`config.mk`:
```
export PLATFORM = sky130hd
export DESIGN_NAME = sdram_init_seq_flat
export DESIGN_NICKNAME = d
export VERILOG_FILES = /design/src/rtl/sdram_init_seq_if.sv /design/src/rtl/sdram_init_seq.sv /design/src/flat_wrapper.sv
export SDC_FILE = /design/constraint.sdc
export NUM_CORES = 1
export LEC_CHECK = 0
export CAP_MARGIN = 40
export CORE_MARGIN = 2
export CORE_UTILIZATION = 53
export CTS_CLUSTER_SIZE = 14
export DETAILED_ROUTE_END_ITERATION = 7
export GPL_TIMING_DRIVEN = 0
export PLACE_DENSITY_LB_ADDON = 0.3
export SYNTH_ARGS = -nofsm -noshare
export SYNTH_HDL_FRONTEND = slang
export SYNTH_SLANG_ARGS = --single-unit
```
`constraint.sdc`:
```
create_clock -name clk -period 3.25 [get_ports clk]
set_input_delay 0.4875 -clock clk [delete_from_list [all_inputs] [get_ports clk]]
set_output_delay 0.4875 -clock clk [all_outputs]
set_load 0.01 [all_outputs]
```
`src/rtl/sdram_init_seq_if.sv`:
```
// sdram_init_seq_if
//   SDRAM command bus driven by the power-up initialisation sequencer and
//   consumed by the downstream read/write/refresh controller.
//
//   Signals:
//     sdr_cke    clock enable
//     sdr_cmd    {cs_n, ras_n, cas_n, we_n}
//     sdr_ba     bank address (BA_W bits)
//     sdr_addr   address (ADDR_W bits)
//     init_done  initialisation complete (level); the controller owns the
//                bus only while this is high
//     init_state current sequencer state (debug)
//
//   Modports:
//     master  the sequencer (drives everything)
//     slave   the downstream controller / observer
interface sdram_init_seq_if #(
    parameter int ADDR_W = 13,
    parameter int BA_W   = 2
);
    logic              sdr_cke;
    logic [3:0]        sdr_cmd;
    logic [BA_W-1:0]   sdr_ba;
    logic [ADDR_W-1:0] sdr_addr;
    logic              init_done;
    logic [2:0]        init_state;

    modport master (
        output sdr_cke,
        output sdr_cmd,
        output sdr_ba,
        output sdr_addr,
        output init_done,
        output init_state
    );

    modport slave (
        input sdr_cke,
        input sdr_cmd,
        input sdr_ba,
        input sdr_addr,
        input init_done,
        input init_state
    );
endinterface

```
`src/rtl/sdram_init_seq.sv`:
```
// sdram_init_seq
//   SDRAM power-up initialisation sequencer. After reset release it holds
//   CKE high with NOPs for POWERUP_CYC cycles, then issues PRECHARGE ALL,
//   REFRESH_NUM AUTO REFRESH commands and LOAD MODE REGISTER with the
//   configured spacings, and finally raises init_done (level) to hand the
//   command bus to the downstream controller. Every output is registered.
//
//   Ports:
//     clk        controller clock
//     rst_n      asynchronous active-low reset (restarts the whole sequence)
//     reinit_req single-cycle re-initialisation request (only when
//                SDRAM_REINIT_EN is defined; honoured only in S_DONE)
//     bus        sdram_init_seq_if.master: sdr_cke, sdr_cmd, sdr_ba,
//                sdr_addr, init_done, init_state
//
//   Optional feature macro: SDRAM_REINIT_EN
//     Defined   : reinit_req port exists; a request in S_DONE re-runs
//                 PRE -> refreshes -> MRS without the power-up wait.
//     Undefined : S_DONE is terminal until reset.
module sdram_init_seq #(
    parameter int                CLK_MHZ      = 100,
    parameter int                T_POWERUP_US = 200,
    parameter int                T_RP         = 2,
    parameter int                T_RFC        = 7,
    parameter int                T_MRD        = 2,
    parameter int                REFRESH_NUM  = 8,
    parameter int                ADDR_W       = 13,
    parameter int                BA_W         = 2,
    parameter logic [ADDR_W-1:0] MODE_REG     = 13'h0037
) (
    input  logic clk,
    input  logic rst_n,
`ifdef SDRAM_REINIT_EN
    input  logic reinit_req,
`endif
    sdram_init_seq_if.master bus
);

    localparam int POWERUP_CYC = CLK_MHZ * T_POWERUP_US;
    localparam int WAIT_W      = $clog2(POWERUP_CYC + 1);

    // One gap counter is shared by the three NOP gaps; size it for the longest.
    localparam int GAP_MAX_A = (T_RP > T_RFC) ? T_RP : T_RFC;
    localparam int GAP_MAX   = (GAP_MAX_A > T_MRD) ? GAP_MAX_A : T_MRD;
    localparam int GAP_W     = $clog2(GAP_MAX + 1);
    localparam int REF_W     = $clog2(REFRESH_NUM + 1);

    localparam logic [WAIT_W-1:0] WAIT_LAST = WAIT_W'(POWERUP_CYC);
    localparam logic [GAP_W-1:0]  RP_LAST   = GAP_W'(T_RP - 1);
    localparam logic [GAP_W-1:0]  RFC_LAST  = GAP_W'(T_RFC - 1);
    localparam logic [GAP_W-1:0]  MRD_LAST  = GAP_W'(T_MRD - 1);
    localparam logic [GAP_W-1:0]  GAP_ONE   = GAP_W'(1);
    localparam logic [REF_W-1:0]  REF_LAST  = REF_W'(REFRESH_NUM - 1);
    localparam logic [REF_W-1:0]  REF_ONE   = REF_W'(1);

    localparam logic [3:0] CMD_NOP  = 4'b0111;
    localparam logic [3:0] CMD_PRE  = 4'b0010;
    localparam logic [3:0] CMD_REF  = 4'b0001;
    localparam logic [3:0] CMD_LMR  = 4'b0000;

    // PRECHARGE ALL is selected by A10.
    localparam logic [ADDR_W-1:0] ADDR_A10 = ADDR_W'(1) << 10;

    typedef enum logic [2:0] {
        S_WAIT = 3'd0,
        S_PRE  = 3'd1,
        S_TRP  = 3'd2,
        S_REF  = 3'd3,
        S_TRFC = 3'd4,
        S_MRS  = 3'd5,
        S_TMRD = 3'd6,
        S_DONE = 3'd7
    } state_t;

    state_t            state_reg, state_next;
    logic [WAIT_W-1:0] wait_cnt_reg, wait_cnt_next;
    logic [GAP_W-1:0]  gap_cnt_reg, gap_cnt_next;
    logic [REF_W-1:0]  ref_cnt_reg, ref_cnt_next;

    logic              cke_reg, cke_next;
    logic [3:0]        cmd_reg, cmd_next;
    logic [BA_W-1:0]   ba_reg, ba_next;
    logic [ADDR_W-1:0] addr_reg, addr_next;
    logic              done_reg, done_next;

    // Next state and counters.
    always_comb begin
        state_next    = state_reg;
        wait_cnt_next = wait_cnt_reg;
        gap_cnt_next  = gap_cnt_reg;
        ref_cnt_next  = ref_cnt_reg;

        case (state_reg)
            S_WAIT: begin
                // wait_cnt equals the number of wait cycles already spent,
                // so leaving at WAIT_LAST puts PRE at cycle POWERUP_CYC+1.
                if (wait_cnt_reg == WAIT_LAST) begin
                    state_next    = S_PRE;
                    wait_cnt_next = '0;
                end else begin
                    wait_cnt_next = wait_cnt_reg + 1'b1;
                end
            end
            S_PRE: begin
                gap_cnt_next = GAP_ONE;
                ref_cnt_next = '0;
                state_next   = (T_RP == 1) ? S_REF : S_TRP;
            end
            S_TRP: begin
                if (gap_cnt_reg == RP_LAST) begin
                    state_next = S_REF;
                end else begin
                    gap_cnt_next = gap_cnt_reg + GAP_ONE;
                end
            end
            S_REF: begin
                gap_cnt_next = GAP_ONE;
                if (T_RFC != 1) begin
                    state_next = S_TRFC;
                end else if (ref_cnt_reg == REF_LAST) begin
                    state_next = S_MRS;
                end else begin
                    state_next   = S_REF;
                    ref_cnt_next = ref_cnt_reg + REF_ONE;
                end
            end
            S_TRFC: begin
                if (gap_cnt_reg == RFC_LAST) begin
                    if (ref_cnt_reg == REF_LAST) begin
                        state_next = S_MRS;
                    end else begin
                        state_next   = S_REF;
                        ref_cnt_next = ref_cnt_reg + REF_ONE;
                    end
                end else begin
                    gap_cnt_next = gap_cnt_reg + GAP_ONE;
                end
            end
            S_MRS: begin
                gap_cnt_next = GAP_ONE;
                state_next   = (T_MRD == 1) ? S_DONE : S_TMRD;
            end
            S_TMRD: begin
                if (gap_cnt_reg == MRD_LAST) begin
                    state_next = S_DONE;
                end else begin
                    gap_cnt_next = gap_cnt_reg + GAP_ONE;
                end
            end
            S_DONE: begin
`ifdef SDRAM_REINIT_EN
                // Re-enter S_WAIT with the wait already expired: one NOP
                // cycle with init_done low, then PRE on the following cycle.
                if (reinit_req) begin
                    state_next    = S_WAIT;
                    wait_cnt_next = WAIT_LAST;
                end
`endif
            end
            default: begin
                state_next = S_WAIT;
            end
        endcase
    end

    // Registered outputs are decoded from the state being entered, so the
    // command appears in the same cycle as its state.
    always_comb begin
        cke_next  = 1'b1;
        cmd_next  = CMD_NOP;
        ba_next   = '0;
        addr_next = '0;
        done_next = 1'b0;

        case (state_next)
            S_PRE: begin
                cmd_next  = CMD_PRE;
                addr_next = ADDR_A10;
            end
            S_REF: begin
                cmd_next = CMD_REF;
            end
            S_MRS: begin
                cmd_next  = CMD_LMR;
                addr_next = MODE_REG;
            end
            S_DONE: begin
                done_next = 1'b1;
            end
            default: begin
                cmd_next = CMD_NOP;
            end
        endcase
    end

    always_ff @(posedge clk or negedge rst_n) begin
        if (!rst_n) begin
            state_reg    <= S_WAIT;
            wait_cnt_reg <= '0;
            gap_cnt_reg  <= '0;
            ref_cnt_reg  <= '0;
            cke_reg      <= 1'b0;
            cmd_reg      <= CMD_NOP;
            ba_reg       <= '0;
            addr_reg     <= '0;
            done_reg     <= 1'b0;
        end else begin
            state_reg    <= state_next;
            wait_cnt_reg <= wait_cnt_next;
            gap_cnt_reg  <= gap_cnt_next;
            ref_cnt_reg  <= ref_cnt_next;
            cke_reg      <= cke_next;
            cmd_reg      <= cmd_next;
            ba_reg       <= ba_next;
            addr_reg     <= addr_next;
            done_reg     <= done_next;
        end
    end

    assign bus.sdr_cke    = cke_reg;
    assign bus.sdr_cmd    = cmd_reg;
    assign bus.sdr_ba     = ba_reg;
    assign bus.sdr_addr   = addr_reg;
    assign bus.init_done  = done_reg;
    assign bus.init_state = state_reg;

endmodule

```
`src/flat_wrapper.sv`:
```
// flat-port wrapper written by rule: the top's interface ports become plain ports
module sdram_init_seq_flat 
#(
    parameter int                CLK_MHZ      = 100,
    parameter int                T_POWERUP_US = 200,
    parameter int                T_RP         = 2,
    parameter int                T_RFC        = 7,
    parameter int                T_MRD        = 2,
    parameter int                REFRESH_NUM  = 8,
    parameter int                ADDR_W       = 13,
    parameter int                BA_W         = 2,
    parameter logic [ADDR_W-1:0] MODE_REG     = 13'h0037
)
  (clk, rst_n, bus_sdr_cke, bus_sdr_cmd, bus_sdr_ba, bus_sdr_addr, bus_init_done, bus_init_state);
  sdram_init_seq_if #(.ADDR_W(ADDR_W), .BA_W(BA_W)) bus_i ();
  input  logic clk;
  input  logic rst_n;
  output wire logic [$bits(bus_i.sdr_cke)-1:0] bus_sdr_cke;
  output wire logic [$bits(bus_i.sdr_cmd)-1:0] bus_sdr_cmd;
  output wire logic [$bits(bus_i.sdr_ba)-1:0] bus_sdr_ba;
  output wire logic [$bits(bus_i.sdr_addr)-1:0] bus_sdr_addr;
  output wire logic [$bits(bus_i.init_done)-1:0] bus_init_done;
  output wire logic [$bits(bus_i.init_state)-1:0] bus_init_state;
  assign bus_sdr_cke = bus_i.sdr_cke;
  assign bus_sdr_cmd = bus_i.sdr_cmd;
  assign bus_sdr_ba = bus_i.sdr_ba;
  assign bus_sdr_addr = bus_i.sdr_addr;
  assign bus_init_done = bus_i.init_done;
  assign bus_init_state = bus_i.init_state;
  sdram_init_seq #(.CLK_MHZ(CLK_MHZ), .T_POWERUP_US(T_POWERUP_US), .T_RP(T_RP), .T_RFC(T_RFC), .T_MRD(T_MRD), .REFRESH_NUM(REFRESH_NUM), .ADDR_W(ADDR_W), .BA_W(BA_W), .MODE_REG(MODE_REG)) u_core (.clk(clk), .rst_n(rst_n), .bus(bus_i));
endmodule
```
# Word level (Yosys, flattened, before mapping)
# Cells that the tools add are included.
# op_classes
n_reduce_logical	7
eq_ne	18
add_sub_neg	3
muxes	16
# ops
operator	n
$pmux 11 s2	1
$mux 3	7
$pmux 3 s7	1
$eq 3x3->1 const B	6
$pmux 3 s3	2
$add 15x1->15 const B	1
$eq 15x15->1 const B	1
$mux 15	1
$eq 3x1->1 const B	3
$eq 3x2->1 const B	3
$mux 4	2
$pmux 4 s2	1
$ne 2x2->1 const B	3
$reduce_and 3->1	2
$add 4x1->4 const B	1
$eq 4x3->1 const B	1
$add 3x1->3 const B	1
$logic_not 3->1	1
$reduce_bool 3->1	1
$reduce_or 3->1	1
$ne 2x1->1 const B	1
$reduce_bool 2->1	1
$reduce_or 2->1	1
$mux 1	1
# totals
in_bits	2
regBits	41
wordCells	52

# Depth between registers and ports, before layout
# Gate-level depths: netlist of run 1.
# depth
word_depth	6
depth_mapped	6
ltp_nobuf	6

# Worst setup path before layout of run 1
# No wires, ideal clock.
# synth_path
path_kind	flip-flop to flip-flop
start	register u_core.state_reg[0] (netlist: u_core.bus.init_state[0])
end	register u_core.wait_cnt_reg[14]
path_stages_with_launch	6
path_slack_ps	1526
setup_time_ps	135
required_ps	3115
arrival_time_ps	1589
synth_period_minus_slack_ps	1724
path_cell_list	dfrtp_1 > or3_1 > buf_6 > nor4_4 > mux2i_1 > nor3_2
# synth_via
elab_chain_len	1
# synth_rtl
element	line	source
start, declared	sdram_init_seq.sv:75	state_t state_reg, state_next;
start signal, assigned	sdram_init_seq.sv:208	state_reg <= state_next;
$logic_not 3->1	sdram_init_seq.sv:93	case (state_reg)
end signal, assigned	sdram_init_seq.sv:209	wait_cnt_reg <= wait_cnt_next;
end, declared	sdram_init_seq.sv:76	logic [WAIT_W-1:0] wait_cnt_reg, wait_cnt_next;
# Every way passes these cells.
# A chain may end at the register's enable or synchronous reset.

# Worst setup path in the final report of run 1
# layout_path
start	register u_core.cmd_reg[1] (netlist: u_core.bus.sdr_cmd[1])
end	output bus_sdr_cmd[1]
# layout_lines
element	line	source
start, declared	sdram_init_seq.sv:81	logic [3:0] cmd_reg, cmd_next;
start signal, assigned	sdram_init_seq.sv:213	cmd_reg <= cmd_next;
end, declared	flat_wrapper.sv:19	output wire logic [$bits(bus_i.sdr_cmd)-1:0] bus_sdr_cmd;
# No word-level cell between the ends.

==> results of run 1 <==
[worst min-delay path by stage]
stage                                 start                        to  slack, ns  cells past startpoint
finish                                rst_n  u_core.bus.init_state[1]       0.17                      1
global route                          rst_n    u_core.bus.sdr_addr[5]       0.22                      1
CTS                                   rst_n  u_core.bus.init_state[1]       0.19                      1
detailed placement   u_core.wait_cnt_reg[7]    u_core.wait_cnt_reg[7]       0.49                      1
global placement    u_core.wait_cnt_reg[13]   u_core.wait_cnt_reg[13]       0.49                      1
floorplan                             rst_n      u_core.bus.init_done       0.19                      0
[metrics by stage]
stage / instance area [µm²] / power, W
3_3_place_gp: 2066 / 0.0004312
2_1_floorplan: 1858 / 0.0004210
4_1_cts: 2122 / 0.0006744
5_1_grt: 2122 / 0.0006979
6_report: 2122 / 0.0006648
3_5_place_dp: 2061 / 0.0004305
[per-layer routing]
metal | routed length, µm | vias to the layer above | global-route usage, %
met3 | 123 | 7 | 4.685
met2 | 1580 | 27 | 32.80
li1 | - | 712 | -
met4 | 63 | 0 | 11.11
met5 | 0 | - | 0
met1 | 1563 | 655 | 23.18
[power breakdown]
group,switching (W),internal (W)
clock,0.000139,0.000103
combinational,0.0000145,0.00000921
sequential,0.000000190,0.000399
total,0.000154,0.000511
[area by class of cell]
class | count | area share, %
tap | 46 | 2.712
timing repair buffer | 15 | 6.840
sequential | 32 | 37.91
buffer | 22 | 6.722
clock buffer | 6 | 2.417
clock inverter | 2 | 0.4717
inverter | 9 | 1.592
multi-input combinational | 138 | 41.33
[logic make-up (layout without fill, tap and decap cells)]
| kind of cell | Yosys count | count (layout) |
|---|---|---|
| other | 2 | 11 |
| buffers and inverters | 31 | 54 |
| DFF | 32 | 32 |
| xor gates and xnor gates | 11 | 11 |
| and+or+nand+nor | 78 | 78 |
| muxes | 2 | 2 |
| adders and majority gates | 6 | 6 |
| AOI/OAI and AO/OA | 30 | 30 |
[placed cells by master, fill, tap and decap left out, types with 2 or more instances in the layout]
cell	count
o311ai_0	2
or2_2	2
a31oi_1	2
conb_1	11
nand2b_1	2
nor2b_1	2
nor4_1	4
a21oi_1	4
xnor2_1	9
nor2_1	15
and4b_1	2
a211oi_1	2
clkdlybuf4s50_1	14
a21o_1	2
clkinv_2	2
clkbuf_1	6
a21boi_0	2
nor3_1	3
and2_1	3
clkbuf_4	5
ha_1	6
xor2_1	2
dfrtp_1	29
nand2_1	14
nor4bb_1	2
o21ai_0	10
buf_4	14
dfstp_2	3
nor3b_1	2
nand4_1	6
nand3b_1	3
nand3_1	12
inv_1	9
==> qor.csv, run 1 <==
stage,metric,value,unit
run_status,run status,finished clean,
cells_and_area,Area growth syn-to-layout,16.32,%
logic_synthesis,#FFs+latches synth,32,
floorplanning,Die ar.,3928,µm²
route,detailed-route vias per instance,5.189,
floorplanning,number of placement rows,21,
place,number of buffers inserted by port buffering,15,
floorplanning,Ports,26,
logic_synthesis,most instantiated flip-flop cell in the synthesis netlist,dfrtp_1,
critical_path,CP cell instances,clkdlybuf4s50_1,
run,max_cap viols,0,
timing,actual slew at the worst max-slew pin,0.6824,ns
cells_and_area,Diodes inserted,0,
logic_synthesis,parity-gate share of the synthesized area counting xor and xnor cells,5.281,%
critical_path,path depth of the worst reg2reg path,6,
critical_path,startpoint kind of the worst setup timing path,flop,
critical_path,element type at the critical path end,output port,
timing,fin crit period,1.911,ns
cells_and_area,Largest register FFs,15,
logic_synthesis,number of synthesized flops with an enable pin,0,
timing,setup slack of the critical path after layout,1.339,ns
critical_path,critical path peak fanout,1,
logic_synthesis,post-synthesis adder-cell area fraction,4.115,%
timing,post-route clock skew,0.006614,ns
clock_tree,Worst-path clk slew,0.10,ns
cells_and_area,sequential cell area in the final layout,804.5,µm²
cells_and_area,Util after Layout,64.10,%
critical_path,family of cells with the greatest summed delay on the critical path,buffers and inverters,
logic_synthesis,total of warnings raised by yosys,0,
logic_synthesis,proportion of synthesized flip-flops having asynchronous set or reset,100.0,%
grt,number of antenna violations at the first check in global routing,0,
logic_synthesis,count of mapped cells out of synthesis,192,
route,wire length per cell,12.33,µm
grt,overall overflow remaining after global route,0,
logic_synthesis,main combinational cell family by area after synthesis,simple AND/OR/NAND/NOR gates,
cells_and_area,total area of multi-input combinational cells,877.1,µm²
place,cell total after placement,262,
logic_synthesis,portion of synthesized cell area occupied by the leading cell type,39.78,%
timing,pins over their slew limit,0,
clock_tree,clock tree root driver cell,clkbuf_4,
clock_tree,PostCTS Resize Cnt,0,
floorplanning,initial core utilization,55.10,%
timing,Achievable Freq,523.3,MHz
hold_path,type of the worst min-delay path,primary input to asynchronous set/reset pin,
timing,final worst-path cycle share,58.80,%
critical_path,highest cell delay on the worst timing path,0.55,ns
clock_tree,clock latency of the later-clocked register in the worst-skew pair,0.34,ns
critical_path,data required time at the worst endpoint,2.76,ns
critical_path,number of cells on the critical path,1,
logic_synthesis,mean area per synthesized cell,9.501,µm²
critical_path,r2r startpoint,u_core.wait_cnt_reg[0],
critical_path,Worst Path Arrival,1.42,ns
place,weighted congestion reported at the end of routability-driven placement,0.8279,
clock_tree,maximum clock path buffer count,2,
timing,final setup violation count,0,
cells_and_area,"Net count, final",231,
logic_synthesis,count of distinct cell types in the synthesized netlist,46,
route,number of vias after detailed routing,1401,
clock_tree,CTS Buf Count,5,
logic_synthesis,share of the yosys chip area belonging to registers,44.10,%
grt,pin count of the biggest net entering global routing,33,
route,Final ANT Viol Nets,0,
floorplanning,core footprint,3311,µm²
grt,global router's overall resource usage,19.64,%
logic_synthesis,share of the synthesized area in compound gates (AO/OA/AOI/OAI),10.91,%
logic_synthesis,post-synthesis instance area,1824,µm²
critical_path,worst-path cell with the longest stage delay,clkdlybuf4s50_1,
cells_and_area,post-route non-filler standard cell count,270,
route,Iter 0 DRT Violations,90,
route,Pre-Repair DR Iteration Count,4,
clock_tree,count of clock tree sinks,32,
route,WL final,3330,µm
place,placed wire-length estimate,2414,µm
logic_synthesis,most common library cells after synthesis,"29 x dfrtp_1, 15 x nor2_1, 14 x buf_4, 14 x nand2_1, 12 x nand3_1",
floorplanning,horizontal die dimension,62.67,µm
timing,setup TNS,0,ns
critical_path,Crit Path Class,flop to output port,
critical_path,crit path to,bus_sdr_cmd[1],
grt,via count of the first global-routing pass,1332,
cells_and_area,final-layout fill cell count,296,
logic_synthesis,cell taking the most area after synthesis,dfrtp_1,
clock_tree,clock tree from TritonCTS,done,
critical_path,Crit. Startpoint,u_core.bus.sdr_cmd[1],
clock_tree,hold buffer count at cts,0,
logic_synthesis,"area fraction in and, or, nand and nor cells after synthesis",24.35,%
timing,Worst Hold Slack,0.1737,ns
clock_tree,number of setup buffers added after CTS,0,
route,number of remaining DRC errors,0,
critical_path,Register-to-Register Setup Slack,1.34,ns
logic_synthesis,most numerous cell in the Yosys netlist,dfrtp_1,
logic_synthesis,Area contributors post-synth,"dfrtp_1 40%, buf_4 5.8%, dfstp_2 4.3%",
power_and_ir_drop,leakage power summed over all cells,0.9619,nW
logic_synthesis,multiplexer area fraction after synthesis,1.166,%
timing,worst slew slack as a fraction of its limit,54.51,%
floorplanning,floorplan die height,62.67,µm
critical_path,number of buffer and inverter stages on the critical path,1,
critical_path,worst reg2reg endpoint,u_core.bus.sdr_cmd[0],
power_and_ir_drop,power density over the cells,313.3,nW/µm²
place,post-place setup slack,1.336,ns
grt,wire length of the first global-routing pass,5989,µm
power_and_ir_drop,maximum ir drop on the vdd rail,0.0002588,V
cells_and_area,fraction of layout cells with a size suffix above 1,14.73,%
clock_tree,H-tree levels,2,
timing,final hold violation count,0,
timing,setup repair after global routing missed its margin,false,
(Power assumes the default switching activity.)
==> inputs of run 2 (changes only) <==
CORE_UTILIZATION = 49   (was 53)
clock period = 1.6 ns   (was 3.25 ns; I/O delays follow)
==> qor.csv, run 2 (synthesis gave the netlist of run 1 again) <==
stage,metric,value,unit,change
cells_and_area,"Net count, final",240,,+3.9%
route,Pre-Repair DR Iteration Count,4,,unchanged
timing,Worst Hold Slack,-0.01013,ns,-0.1838 ns
route,Final ANT Viol Nets,0,,unchanged
route,number of vias after detailed routing,1458,,+4.1%
timing,fin crit period,1.620,ns,
cells_and_area,fraction of layout cells with a size suffix above 1,26.18,%,+11 points
timing,setup repair after global routing missed its margin,true,,
route,wire length per cell,12.77,µm,+3.6%
critical_path,element type at the critical path end,flop,,
route,number of remaining DRC errors,0,,unchanged
critical_path,data required time at the worst endpoint,1.82,ns,-0.94 ns
critical_path,family of cells with the greatest summed delay on the critical path,simple AND/OR/NAND/NOR gates,,
timing,final setup violation count,2,,+2
critical_path,Worst Path Arrival,1.84,ns,+0.42 ns
floorplanning,Ports,26,,unchanged
floorplanning,Die ar.,4227,µm²,+7.6%
clock_tree,Worst-path clk slew,0.07,ns,-0.03 ns
power_and_ir_drop,power density over the cells,701.4,nW/µm²,+120%
clock_tree,clock latency of the later-clocked register in the worst-skew pair,0.29,ns,-0.05 ns
route,WL final,3589,µm,+7.8%
cells_and_area,most common library cell in the layout ignoring fill and taps,dfrtp_1,,
timing,setup slack of the critical path after layout,-0.01990,ns,-1.359 ns
grt,pin count of the biggest net entering global routing,33,,unchanged
clock_tree,H-tree levels,2,,unchanged
run_status,violations in the final reports,"hold timing, setup timing",,
clock_tree,clock tree from TritonCTS,done,,
grt,overall overflow remaining after global route,0,,unchanged
floorplanning,core footprint,3606,µm²,+8.9%
critical_path,CP cell instances,"nor4_1, nand4_1, o221a_2, or2_4",,
power_and_ir_drop,leakage power summed over all cells,1.106,nW,+15%
run,max_cap viols,0,,unchanged
grt,via count of the first global-routing pass,1472,,+11%
floorplanning,horizontal die dimension,65.02,µm,+3.7%
power_and_ir_drop,maximum ir drop on the vdd rail,0.0005526,V,+110%
timing,post-route clock skew,0.01002,ns,+0.003410 ns
place,placed wire-length estimate,2394,µm,-0.84%
critical_path,number of buffer and inverter stages on the critical path,0,,-1
grt,number of antenna violations at the first check in global routing,0,,unchanged
hold_path,type of the worst min-delay path,primary input to asynchronous set/reset pin,,
grt,wire length of the first global-routing pass,6403,µm,+6.9%
timing,actual slew at the worst max-slew pin,0.6944,ns,+0.01204 ns
floorplanning,initial core utilization,50.59,%,-4.5 points
critical_path,Crit Path Class,flop to flop,,
critical_path,worst-path cell with the longest stage delay,dfrtp_1,,
cells_and_area,post-route non-filler standard cell count,281,,+4.1%
grt,global router's overall resource usage,19.89,%,+0.25 points
cells_and_area,Largest register FFs,15,,unchanged
clock_tree,clock tree root driver cell,clkbuf_8,,
clock_tree,hold buffer count at cts,0,,unchanged
critical_path,Register-to-Register Setup Slack,-0.02,ns,-1.36 ns
critical_path,highest cell delay on the worst timing path,0.45,ns,-0.10 ns
timing,pins over their slew limit,0,,unchanged
timing,final worst-path cycle share,101.2,%,
route,detailed-route vias per instance,5.189,,about the same
power_and_ir_drop,Overall Power,0.001637,W,+150%
critical_path,startpoint kind of the worst setup timing path,flop,,
clock_tree,CTS Buf Count,5,,unchanged
clock_tree,count of clock tree sinks,32,,unchanged
floorplanning,floorplan die height,65.02,µm,+3.7%
timing,Achievable Freq,617.3,MHz,
place,number of buffers inserted by port buffering,15,,unchanged
timing,worst slew slack as a fraction of its limit,53.71,%,-0.80 points
place,cell total after placement,264,,+0.76%
place,weighted congestion reported at the end of routability-driven placement,0.8380,,+1.2%
cells_and_area,Area growth syn-to-layout,27.92,%,
cells_and_area,Diodes inserted,0,,unchanged
critical_path,critical path peak fanout,6,,+5
route,Iter 0 DRT Violations,47,,-48%
cells_and_area,"commonest cells after routing, fill and taps aside","29 x dfrtp_1, 24 x buf_4, 14 x nand2_1",,
floorplanning,number of placement rows,22,,+4.8%
clock_tree,maximum clock path buffer count,2,,unchanged
run_status,run status,"complete, but fails checks",,
timing,final hold violation count,26,,+26
[run 2: cell count changes in the layout (fill, tap and decap cells not counted), moves of 4 or more]
cell             previous run  this run
buf_4                      14        24
clkbuf_1                    6         1
clkbuf_4                    5         0
clkbuf_8                    1         5
clkdlybuf4s50_1            14         9
dlymetal6s2s_1              0         4
nor2_1                     15        11
[run 2: layout make-up]
class / count / area (µm²)
fillers: 329 / 1272
multi-input cells: 138 / 950.9
flip-flops and latches: 32 / 804.5
repair buffers: 25 / 229.0
plain buffers: 21 / 143.9
clock buffers: 5 / 68.82
well taps: 48 / 60.06
clock inverters: 3 / 42.54
inverters: 9 / 33.78
[run 2: where the power goes]
| group | internal (W) | switching (W) |
|---|---|---|
| clock network | 0.000460 | 0.000317 |
| registers | 0.000810 | 0.000000248 |
| logic | 0.0000187 | 0.0000297 |
| total | 0.00129 | 0.000347 |
[run 2: path summary, 6_finish.rpt]
check | startpoint | to | cells past startpoint
min reg2reg | u_core.wait_cnt_reg[13] | u_core.wait_cnt_reg[13] | 1
min | rst_n | u_core.ref_cnt_reg[0] | 1
max | u_core.wait_cnt_reg[4] | u_core.bus.sdr_cmd[0] | 4
max reg2reg | u_core.wait_cnt_reg[4] | u_core.bus.sdr_cmd[0] | 4
min in group clk | u_core.wait_cnt_reg[13] | u_core.wait_cnt_reg[13] | 1
max in group asynchronous | rst_n | u_core.wait_cnt_reg[1] | 1
[run 2: through the flow]
step / setup WS [ns] / TNS, ns / area, µm² / utilization, %
final: -0.01990 / -0.03021 / 2333 / 64.71
after global routing: -0.1805 / -1.693 / 2333 / 64.71
after CTS: -0.02725 / -0.07271 / 2291 / 63.53
after detailed placement: -0.2234 / -1.804 / 2068 / 57.36
after global placement: -0.3453 / -11.56 / 2073 / 57.49
after floorplan: 0.004649 / 0 / 1863 / -
[run 2: metal layers]
metal	wire, µm	global-route usage [%]
met1	1543	22.07
met5	0	0
met4	74	10.68
met3	111	4.514
met2	1860	35.18
[run 2: what timing repair did]
action / CTS / global route
endpoints found under the setup margin: 16 / 29
buffers inserted: 9 / 1
pin swaps: 2 / 3
hold endpoints to repair: 0 / 0
gates resized for setup: 16 / 15
gates cloned: 0 / 0
